**config.mk**
```make
export PLATFORM = sky130hd
export DESIGN_NAME = asrv32_writeback
export DESIGN_NICKNAME = d
export VERILOG_FILES = /design/src/rtl/asrv32_pkg.sv /design/src/rtl/asrv32_load_ext.sv /design/src/rtl/asrv32_writeback.sv
export SDC_FILE = /design/constraint.sdc
export NUM_CORES = 1
export LEC_CHECK = 0
export ABC_AREA = 1
export BUFFER_PORTS_ARGS = -buffer_cell sky130_fd_sc_hd__buf_2
export CAP_MARGIN = 15
export CORE_UTILIZATION = 53
export DETAILED_ROUTE_END_ITERATION = 7
export MAX_ROUTING_LAYER = met4
export PLACE_DENSITY = 0.85
export RECOVER_POWER = 25
export SYNTH_ARGS = -nofsm -noshare
export SYNTH_HDL_FRONTEND = slang
export SYNTH_SLANG_ARGS = --single-unit
```
**constraint.sdc**
```tcl
create_clock -name i_clk -period 1.6 [get_ports i_clk]
set_input_delay 0.08 -clock i_clk [delete_from_list [all_inputs] [get_ports i_clk]]
set_output_delay 0.08 -clock i_clk [all_outputs]
set_load 0.01 [all_outputs]
```
**src/rtl/asrv32_pkg.sv**
```systemverilog
// Shared definitions for the ASRV32 writeback stage: load funct3 codes,
// FSM state encoding and the load alignment rule.
package asrv32_pkg;

    localparam logic [2:0] FUNCT3_LB  = 3'b000;
    localparam logic [2:0] FUNCT3_LH  = 3'b001;
    localparam logic [2:0] FUNCT3_LW  = 3'b010;
    localparam logic [2:0] FUNCT3_LBU = 3'b100;
    localparam logic [2:0] FUNCT3_LHU = 3'b101;

    typedef enum logic {
        ST_IDLE      = 1'b0,
        ST_LOAD_WAIT = 1'b1
    } wb_state_t;

    // Halfwords need an even address, words a 4-byte aligned one.
    function automatic logic load_misaligned(input logic [2:0] funct3,
                                             input logic [1:0] lsb);
        logic w_mis;
        w_mis = 1'b0;
        if ((funct3 == FUNCT3_LH) || (funct3 == FUNCT3_LHU))
            w_mis = lsb[0];
        else if (funct3 == FUNCT3_LW)
            w_mis = (lsb != 2'b00);
        return w_mis;
    endfunction

endpackage

```
**src/rtl/asrv32_load_ext.sv**
```systemverilog
// Combinational load data alignment: picks the addressed byte/halfword from
// the raw memory word and sign- or zero-extends it to 32 bits.
module asrv32_load_ext
    import asrv32_pkg::*;
(
    input  logic [2:0]  i_funct3,
    input  logic [1:0]  i_lsb,
    input  logic [31:0] i_rdata,
    output logic [31:0] o_data
);

    logic [7:0]  w_byte;
    logic [15:0] w_half;

    always_comb begin
        w_byte = i_rdata[7:0];
        case (i_lsb)
            2'd1:    w_byte = i_rdata[15:8];
            2'd2:    w_byte = i_rdata[23:16];
            2'd3:    w_byte = i_rdata[31:24];
            default: w_byte = i_rdata[7:0];
        endcase
        w_half = i_lsb[1] ? i_rdata[31:16] : i_rdata[15:0];
    end

    // Unknown load types still retire, but deliver zero.
    always_comb begin
        o_data = 32'd0;
        case (i_funct3)
            FUNCT3_LB:  o_data = {{24{w_byte[7]}}, w_byte};
            FUNCT3_LH:  o_data = {{16{w_half[15]}}, w_half};
            FUNCT3_LW:  o_data = i_rdata;
            FUNCT3_LBU: o_data = {24'd0, w_byte};
            FUNCT3_LHU: o_data = {16'd0, w_half};
            default:    o_data = 32'd0;
        endcase
    end

endmodule

```
**src/rtl/asrv32_writeback.sv**
```systemverilog
// ASRV32 writeback stage: accepts completed instructions, waits for load data,
// and drives one registered register-file write per instruction; counts retires.
module asrv32_writeback
    import asrv32_pkg::*;
#(
    parameter logic [31:0] RESET_INSTRET = 32'd0
)(
    input  logic        i_clk,
    input  logic        i_rst_n,
    input  logic        i_ex_valid,
    output logic        o_ex_ready,
    input  logic        i_ex_rd_we,
    input  logic [4:0]  i_ex_rd_addr,
    input  logic [31:0] i_ex_result,
    input  logic        i_ex_is_load,
    input  logic [2:0]  i_ex_funct3,
    input  logic [1:0]  i_ex_addr_lsb,
    input  logic        i_flush,
    input  logic        i_mem_ack,
    input  logic [31:0] i_mem_rdata,
    output logic        o_ce_wr,
    output logic [4:0]  o_rd_addr,
    output logic [31:0] o_rd_data,
    output logic        o_misaligned,
    output logic [31:0] o_instret
);

    wb_state_t   r_state;
    wb_state_t   w_next_state;
    logic        r_kill;
    logic        r_ld_we;
    logic [4:0]  r_ld_rd;
    logic [2:0]  r_ld_funct3;
    logic [1:0]  r_ld_lsb;
    logic        r_ce_wr;
    logic [4:0]  r_rd_addr;
    logic [31:0] r_rd_data;
    logic        r_misaligned;
    logic [31:0] r_instret;
    logic [31:0] w_ext_data;
    logic        w_accept;
    logic        w_mis;
    logic        w_ld_done;
    logic        w_killed;

    asrv32_load_ext u_load_ext (
        .i_funct3 (r_ld_funct3),
        .i_lsb    (r_ld_lsb),
        .i_rdata  (i_mem_rdata),
        .o_data   (w_ext_data)
    );

    always_ff @(posedge i_clk or negedge i_rst_n) begin
        if (!i_rst_n) r_state <= ST_IDLE;
        else          r_state <= w_next_state;
    end

    // Handshake: an instruction transfers on a cycle where i_ex_valid and
    // o_ex_ready are both high; ready is high exactly while in IDLE.
    always_comb begin
        w_next_state = r_state;
        o_ex_ready   = 1'b0;
        w_accept     = 1'b0;
        w_mis        = 1'b0;
        w_ld_done    = 1'b0;
        w_killed     = r_kill | i_flush;
        case (r_state)
            ST_IDLE: begin
                o_ex_ready = 1'b1;
                w_accept   = i_ex_valid;
                if (i_ex_valid && i_ex_is_load) begin
                    w_mis = load_misaligned(i_ex_funct3, i_ex_addr_lsb);
                    if (!w_mis) w_next_state = ST_LOAD_WAIT;
                end
            end
            ST_LOAD_WAIT: begin
                if (i_mem_ack) begin
                    w_ld_done    = 1'b1;
                    w_next_state = ST_IDLE;
                end
            end
            default: w_next_state = ST_IDLE;
        endcase
    end

    always_ff @(posedge i_clk or negedge i_rst_n) begin
        if (!i_rst_n) begin
            r_kill      <= 1'b0;
            r_ld_we     <= 1'b0;
            r_ld_rd     <= 5'd0;
            r_ld_funct3 <= 3'd0;
            r_ld_lsb    <= 2'd0;
        end else begin
            if (w_accept && i_ex_is_load) begin
                r_ld_we     <= i_ex_rd_we;
                r_ld_rd     <= i_ex_rd_addr;
                r_ld_funct3 <= i_ex_funct3;
                r_ld_lsb    <= i_ex_addr_lsb;
            end
            if (w_ld_done)
                r_kill <= 1'b0;
            else if ((r_state == ST_LOAD_WAIT) && i_flush)
                r_kill <= 1'b1;
        end
    end

    // Outputs are registered so each strobe is a clean single-cycle pulse.
    always_ff @(posedge i_clk or negedge i_rst_n) begin
        if (!i_rst_n) begin
            r_ce_wr      <= 1'b0;
            r_rd_addr    <= 5'd0;
            r_rd_data    <= 32'd0;
            r_misaligned <= 1'b0;
            r_instret    <= RESET_INSTRET;
        end else begin
            r_ce_wr      <= 1'b0;
            r_misaligned <= w_mis;
            if (w_accept && !i_ex_is_load) begin
                r_ce_wr   <= i_ex_rd_we && (i_ex_rd_addr != 5'd0);
                r_rd_addr <= i_ex_rd_addr;
                r_rd_data <= i_ex_result;
                r_instret <= r_instret + 32'd1;
            end
            if (w_ld_done && !w_killed) begin
                r_ce_wr   <= r_ld_we && (r_ld_rd != 5'd0);
                r_rd_addr <= r_ld_rd;
                r_rd_data <= w_ext_data;
                r_instret <= r_instret + 32'd1;
            end
        end
    end

    assign o_ce_wr      = r_ce_wr;
    assign o_rd_addr    = r_rd_addr;
    assign o_rd_data    = r_rd_data;
    assign o_misaligned = r_misaligned;
    assign o_instret    = r_instret;

endmodule

```
==> run_results.csv, run 1 <==
group,metric,value,unit
worst_setup_path,timing.rr.start,"r_ld_lsb[1]$_DFFE_PN0P_",
worst_setup_path,r2r_end,"o_rd_data[10]$_DFFE_PN0P_",
synthesis,yosys.cell_types.count,37,
global_route,grt_max_degree,39,
synthesis,synth_ff_type,"dfrtp_1",
global_route,grt_pass1_wl,23.7,mm
detailed_routing,drcViolationCount,0,
worst_setup_path,crit_path_end_kind,"flip-flop",
detailed_routing,drt_iter0_markers,345,
clocking,htree_levels,3,
final_layout,area_growth,24.7,%
sta,relSlewSlack,49.7,%
sta,worstMarginPinSlew,754,ps
clocking,cts_made_buffers,9,
synthesis,synthCells,766,
worst_setup_path,ff2ff_path_depth,8,
clocking,clockBufferDepth,2,
clocking,clock-sinks,84,
synthesis,synth_seq_area_share,38.6,%
die,core_region_area,9860,um2
detailed_routing,drt-pass1-iter-count,5,
die,dieHeight,103,um
synthesis,synth.yosys.warnings,0,
clocking,ctsRootBufferMaster,"clkbuf_8",
worst_setup_path,crit_arrival,1820,ps
outcome,outcome,"finished clean",
detailed_routing,avgViaCountPerCell,5.16,
synthesis,synth-edff-count,0,
min_path,min_from,"i_ex_rd_addr[2]",
synthesis,ys_seq_elements,84,
synthesis,syn_nets,848,
worst_setup_path,cp.required,1870,ps
pwr,ir_worst_vdd,574,uV
clocking,clock_latency,360,ps
synthesis,synth_area_leaders,"dfrtp_1 (39%), nand2_1 (17%), nor2_1 (6.6%)",
placed_design,gp_congestion,0.934,
die,placementRows,36,
pwr,finalPower,7110,uW
sta,finalCritPeriodShare,97.0,%
synthesis,synth_top_cell_by_area,"dfrtp_1",
synthesis,netlist_area,5440,um2
global_route,overflow,0,
sta,skew,13.0,ps
min_path,hold_depth,3,
min_path,hold_path.class,"in -> reg",
sta,grt_setup_unrepaired,"yes",
synthesis,post_synth.cell_area_avg,7.10,um2
placed_design,hpwl,11.2,mm
worst_setup_path,worstPathMaxFanout,9,
clocking,clkTransAtPathRegs,90,ps
sta,drv_slew,0,
pwr,p_per_area,1050,nW/um2
job,maxCapViolCount,0,
detailed_routing,wl_per_cell,13.9,um
worst_setup_path,cp-start-kind,"flip-flop",
detailed_routing,routed_wl,15.0,mm
die,dieArea,10700,um2
sta,finalHoldViolations,0,
synthesis,synth.top_cell.area_share,38.6,%
sta,hold_ws,14.4,ps
worst_setup_path,critPathKind,"reg -> reg",
min_path,whs_endpoint,"r_ld_rd[2]$_DFFE_PN0P_",
final_layout,drive_gt1_share,31.3,%
synthesis,yosys.cell_count.top_type,"nand2_1",
sta,period_needed,1550,ps
global_route,antenna_found_initial,0,
die,io_pins,153,
sta,max_freq,0.645,GHz
die,die_width,103,um
detailed_routing,vias,5545,
synthesis,async_flop_share,100,%
placed_design,portBuffers,152,
pwr,p_leak,0.00348,uW
global_route,gr-usage-all-layers,29.9,%
synthesis,synthTopCellsByCount,"nand2_1 (250), nor2_1 (95), dfrtp_1 (84)",
die,initial_core_util,55.1,%
global_route,grt_pass1_vias,4853,
sta,setup_viol,0,
final_layout,fin_util,68.8,%
detailed_routing,detail-route-antenna-nets,0,
clocking,cts_tree,"done",
worst_setup_path,reg2reg_slack,50,ps
final_layout,nets,1017,
## per-stage QoR
stage / std cells / instance area, um2 / setup WS [ps] / TNS (ps)
2_1_floorplan: 766 / 5440 / 149 / 0
3_3_place_gp: 1047 / 6390 / 18.0 / 0
3_5_place_dp: 1047 / 6390 / -45.6 / -269
4_1_cts: 1068 / 6680 / 11.5 / 0
5_1_grt: 1073 / 6780 / -17.0 / -50.7
6_report: 1074 / 6780 / 48.7 / 0
## final cells by class
| cell class | instances | area, um2 |
|---|---|---|
| Antenna cell | 1 | 2.50 |
| Clock buffer | 9 | 124 |
| Clock inverter | 7 | 105 |
| Fill cell | 838 | 3080 |
| Inverter | 79 | 310 |
| Multi-Input combinational cell | 575 | 2900 |
| Sequential cell | 84 | 2110 |
| Tap cell | 133 | 166 |
| Timing Repair Buffer | 186 | 1070 |
## per-layer routing
layer / track usage [%] / vias up / part of all wire [%]
met5: - / - / 0
met4: 10.9 / 0 / 2.2
met3: 3.29 / 24 / 5.7
met2: 45.8 / 212 / 46
met1: 41.1 / 2560 / 46
li1: - / 2749 / -
## registers in the layout, indices dropped and copies added, names as in the netlist
| name | count |
|---|---|
| o_ce_wr | 1 |
| r_kill | 1 |
| r_ld_lsb | 2 |
| o_misaligned | 1 |
| r_ld_rd | 5 |
| r_ld_we | 1 |
| o_rd_addr | 5 |
| r_ld_funct3 | 3 |
| r_state | 1 |
| o_rd_data | 32 |
| o_instret | 32 |
## placed cells by master (no fill, tap or decap), types with 5 or more instances in the layout
master    Yosys  layout
nand3_1      40      39
buf_4         3      24
dfrtp_1      84      81
nor2_2        4      10
nand2_1     250     250
clkbuf_8      0       9
inv_6         2       5
nand2_2      27      27
a21oi_2      20      20
inv_1        65      64
inv_2        12      12
nor2_1       95      89
buf_2        13     151
nand3b_1      7       7
o211ai_1      6       6
nand4_1       5       5
xor2_1        9       9
o22ai_1       9       9
nand2_4       9       7
a21oi_1      13      13
xnor2_1      10      10
o21ai_0      51      51
## what timing repair did
action,4_1_cts,5_1_grt
pin swaps,0,2
hold buffers,4,0
resized for setup,1,15
buffers inserted,0,3
cloned,1,2
hold endpoints to repair,60,0
endpoints found under the setup margin,18,23
## cells by family (layout without fill, tap and decap cells)
logic type | Yosys count | after routing | synth area share (%)
and+or+nand+nor | 446 | 449 | 36.4
buffers and inverters | 110 | 281 | 9.68
AOI/OAI and AO/OA | 106 | 106 | 12.0
DFF | 84 | 84 | 38.6
xor gates and xnor gates | 19 | 19 | 3.06
adders and majority gates | 1 | 1 | 0.230
other | 0 | 1 | 0
## power by group
| part | leakage, uW | internal (uW) | switching, uW |
|---|---|---|---|
| combinational | 0.00233 | 1050 | 1540 |
| clock | 0.000113 | 907 | 839 |
| sequential | 0.00104 | 2490 | 282 |
| total | 0.00348 | 4450 | 2660 |
## worst max path at each step
stage,slack (ps),cells after the start,startpoint,to
after CTS,10,8,r_ld_lsb[1]$_DFFE_PN0P_,o_rd_data[29]$_DFFE_PN0P_
after global routing,-20,8,r_ld_lsb[1]$_DFFE_PN0P_,o_rd_data[8]$_DFFE_PN0P_
after global placement,20,8,r_ld_lsb[1]$_DFFE_PN0P_,o_rd_data[23]$_DFFE_PN0P_
after detailed placement,-50,8,r_ld_lsb[1]$_DFFE_PN0P_,o_rd_data[10]$_DFFE_PN0P_
after floorplan,150,8,o_instret[1]$_DFFE_PN0P_,o_instret[28]$_DFFE_PN0P_
final,50,8,r_ld_lsb[1]$_DFFE_PN0P_,o_rd_data[10]$_DFFE_PN0P_
## worst max-delay path, cell delays in order, from the launching register on
cell and delay [ps]:
dfrtp_2 460, buf_4 170, inv_6 40, nand2_1 100, nand3_4 190, nand3_2 190
nand2_1 110, nand2_1 50, a21oi_1 140
Note: power is estimated with default switching activity, not from simulation.
==> run 2, diff against run 1 <==
Settings changed: PLACE_DENSITY 0.85 to default, PLACE_DENSITY_LB_ADDON from default to 0.05.
==> run_results.csv, run 2 (synthesis results as in run 1) <==
group,metric,value,unit
sta,worstMarginPinSlew,943,ps
final_layout,nFillCells,888,
sta,setup_viol,0,
min_path,hold_path.class,"in -> reg",
sta,max_freq,0.649,GHz
sta,finalHoldViolations,0,
clocking,clkTransAtPathRegs,100,ps
clocking,clock-sinks,84,
clocking,clock_latency,360,ps
detailed_routing,detail-route-antenna-nets,0,
die,placementRows,36,
worst_setup_path,worstPathMaxFanout,4,
final_layout,drive_gt1_share,31.0,%
job,maxCapViolCount,0,
worst_setup_path,path_buf_inv,1,
die,dieHeight,103,um
worst_setup_path,crit_path_end_kind,"flip-flop",
final_layout,final_cell_count_no_fill,1071,
global_route,grt_max_degree,37,
global_route,gr-usage-all-layers,29.1,%
placed_design,gp_congestion,0.931,
worst_setup_path,critPathKind,"reg -> reg",
die,core_region_area,9860,um2
pwr,finalPower,7060,uW
final_layout,nets,1015,
detailed_routing,vias,5474,
global_route,antenna_found_initial,0,
global_route,grt_pass1_wl,23.4,mm
die,die_width,103,um
detailed_routing,wl_per_cell,13.8,um
final_layout,fin_util,68.4,%
detailed_routing,drt-pass1-iter-count,8,
detailed_routing,routed_wl,14.8,mm
clocking,htree_levels,3,
detailed_routing,drt_iter0_markers,352,
placed_design,dpl.cell_count,1047,
worst_setup_path,crit_arrival,1800,ps
die,initial_core_util,55.1,%
sta,skew,11.9,ps
worst_setup_path,cp-start-kind,"flip-flop",
sta,drv_slew,0,
die,io_pins,153,
pwr,p_per_area,1050,nW/um2
clocking,clockBufferDepth,2,
final_layout,diodes,0,
clocking,cts_made_buffers,9,
clocking,ctsRootBufferMaster,"clkbuf_8",
sta,relSlewSlack,37.1,%
worst_setup_path,cp_slowest_cell,"dfrtp_1",
sta,period_needed,1540,ps
die,dieArea,10700,um2
clocking,cts_tree,"done",
outcome,violations,"design-rule violations",
global_route,grt_pass1_vias,4855,
worst_setup_path,cp.required,1860,ps
worst_setup_path,slowest_delay,410,ps
sta,grt_setup_unrepaired,"yes",
sta,finalCritPeriodShare,96.4,%
final_layout,area_growth,24.0,%
detailed_routing,drcViolationCount,1,
final_layout,layout_common_cells,"nand2_1 (249), buf_2 (151), nor2_1 (91)",
placed_design,hpwl,11.2,mm
global_route,overflow,0,
outcome,outcome,"finished, violations left",
detailed_routing,avgViaCountPerCell,5.11,
pwr,p_leak,0.00348,uW
worst_setup_path,path_cells,"ha_1, nand3_1, nor2_2, nand4_1, buf_4, xnor2_1",
pwr,ir_worst_vdd,493,uV
final_layout,final_common_cell,"nand2_1",
worst_setup_path,crit_family,"simple AND/OR/NAND/NOR gates",
placed_design,portBuffers,152,
## run 2: report_power, final
group | internal, uW | leakage [uW] | switching (uW) | total, uW
sequential | 2490 | 0.00104 | 285 | 2780
clock | 939 | 0.000111 | 854 | 1790
combinational | 996 | 0.00233 | 1490 | 2480
total | 4430 | 0.00348 | 2630 | 7060
## run 2: cell type report
type	instances	area, um2	area share [%]
Tap cell	133	166	2.47
Clock buffer	10	138	2.04
Clock inverter	6	95.1	1.41
Timing Repair Buffer	186	1070	15.8
Sequential cell	84	2100	31.2
Multi-Input combinational cell	573	2870	42.5
Inverter	79	307	4.54
## run 2: worst paths after layout
path                                               start                   endpoint  slack, ps  cells after the start
worst max-delay path            o_instret[0]$_DFFE_PN0P_  o_instret[10]$_DFFE_PN0P_         60                      6
worst min-delay path                     i_ex_rd_addr[4]     r_ld_rd[4]$_DFFE_PN0P_         10                      3
worst max register to register  o_instret[0]$_DFFE_PN0P_  o_instret[10]$_DFFE_PN0P_         60                      6
worst min register to register       r_ld_we$_DFFE_PN0P_        r_ld_we$_DFFE_PN0P_        500                      2
max in group asynchronous                        i_rst_n   o_rd_data[1]$_DFFE_PN0P_        280                      3
min in group asynchronous                        i_rst_n  o_rd_data[10]$_DFFE_PN0P_        390                      2
## run 2: layer usage
metal / part of all wire (%) / vias up / wire (um) / track usage, %
met5: 0 / - / 0 / -
met4: 0.78 / 0 / 115 / 5.63
met3: 5.5 / 12 / 807 / 3.43
met2: 46 / 198 / 6760 / 44.9
met1: 48 / 2519 / 7100 / 41.6
li1: - / 2745 / - / -
## run 2: what timing repair did
action	4_1_cts	5_1_grt
setup buffers	0	2
hold buffers	5	0
hold endpoints to repair	39	0
cloned	0	1
endpoints found under the setup margin	12	37
pin swaps	0	1
gates resized for setup	1	13
## run 2: worst reg2reg max path, stage by stage (launching register included)
cell,delay (ps)
dfrtp_1,410
ha_1,200
nand3_1,150
nor2_2,210
nand4_1,190
buf_4,190
xnor2_1,110
## run 2: per-stage QoR
stage / setup WS, ps / setup TNS [ps] / hold WS (ps) / area, um2
finish: 58.2 / 0 / 13.8 / 6750
global placement: 55.5 / 0 / 82.7 / 6390
detailed placement: -12.5 / -39.2 / 84.9 / 6390
CTS: -44.5 / -246 / 0.959 / 6670
global route: -40.1 / -106 / 10.1 / 6750
floorplan: 149 / 0 / -216 / 5440
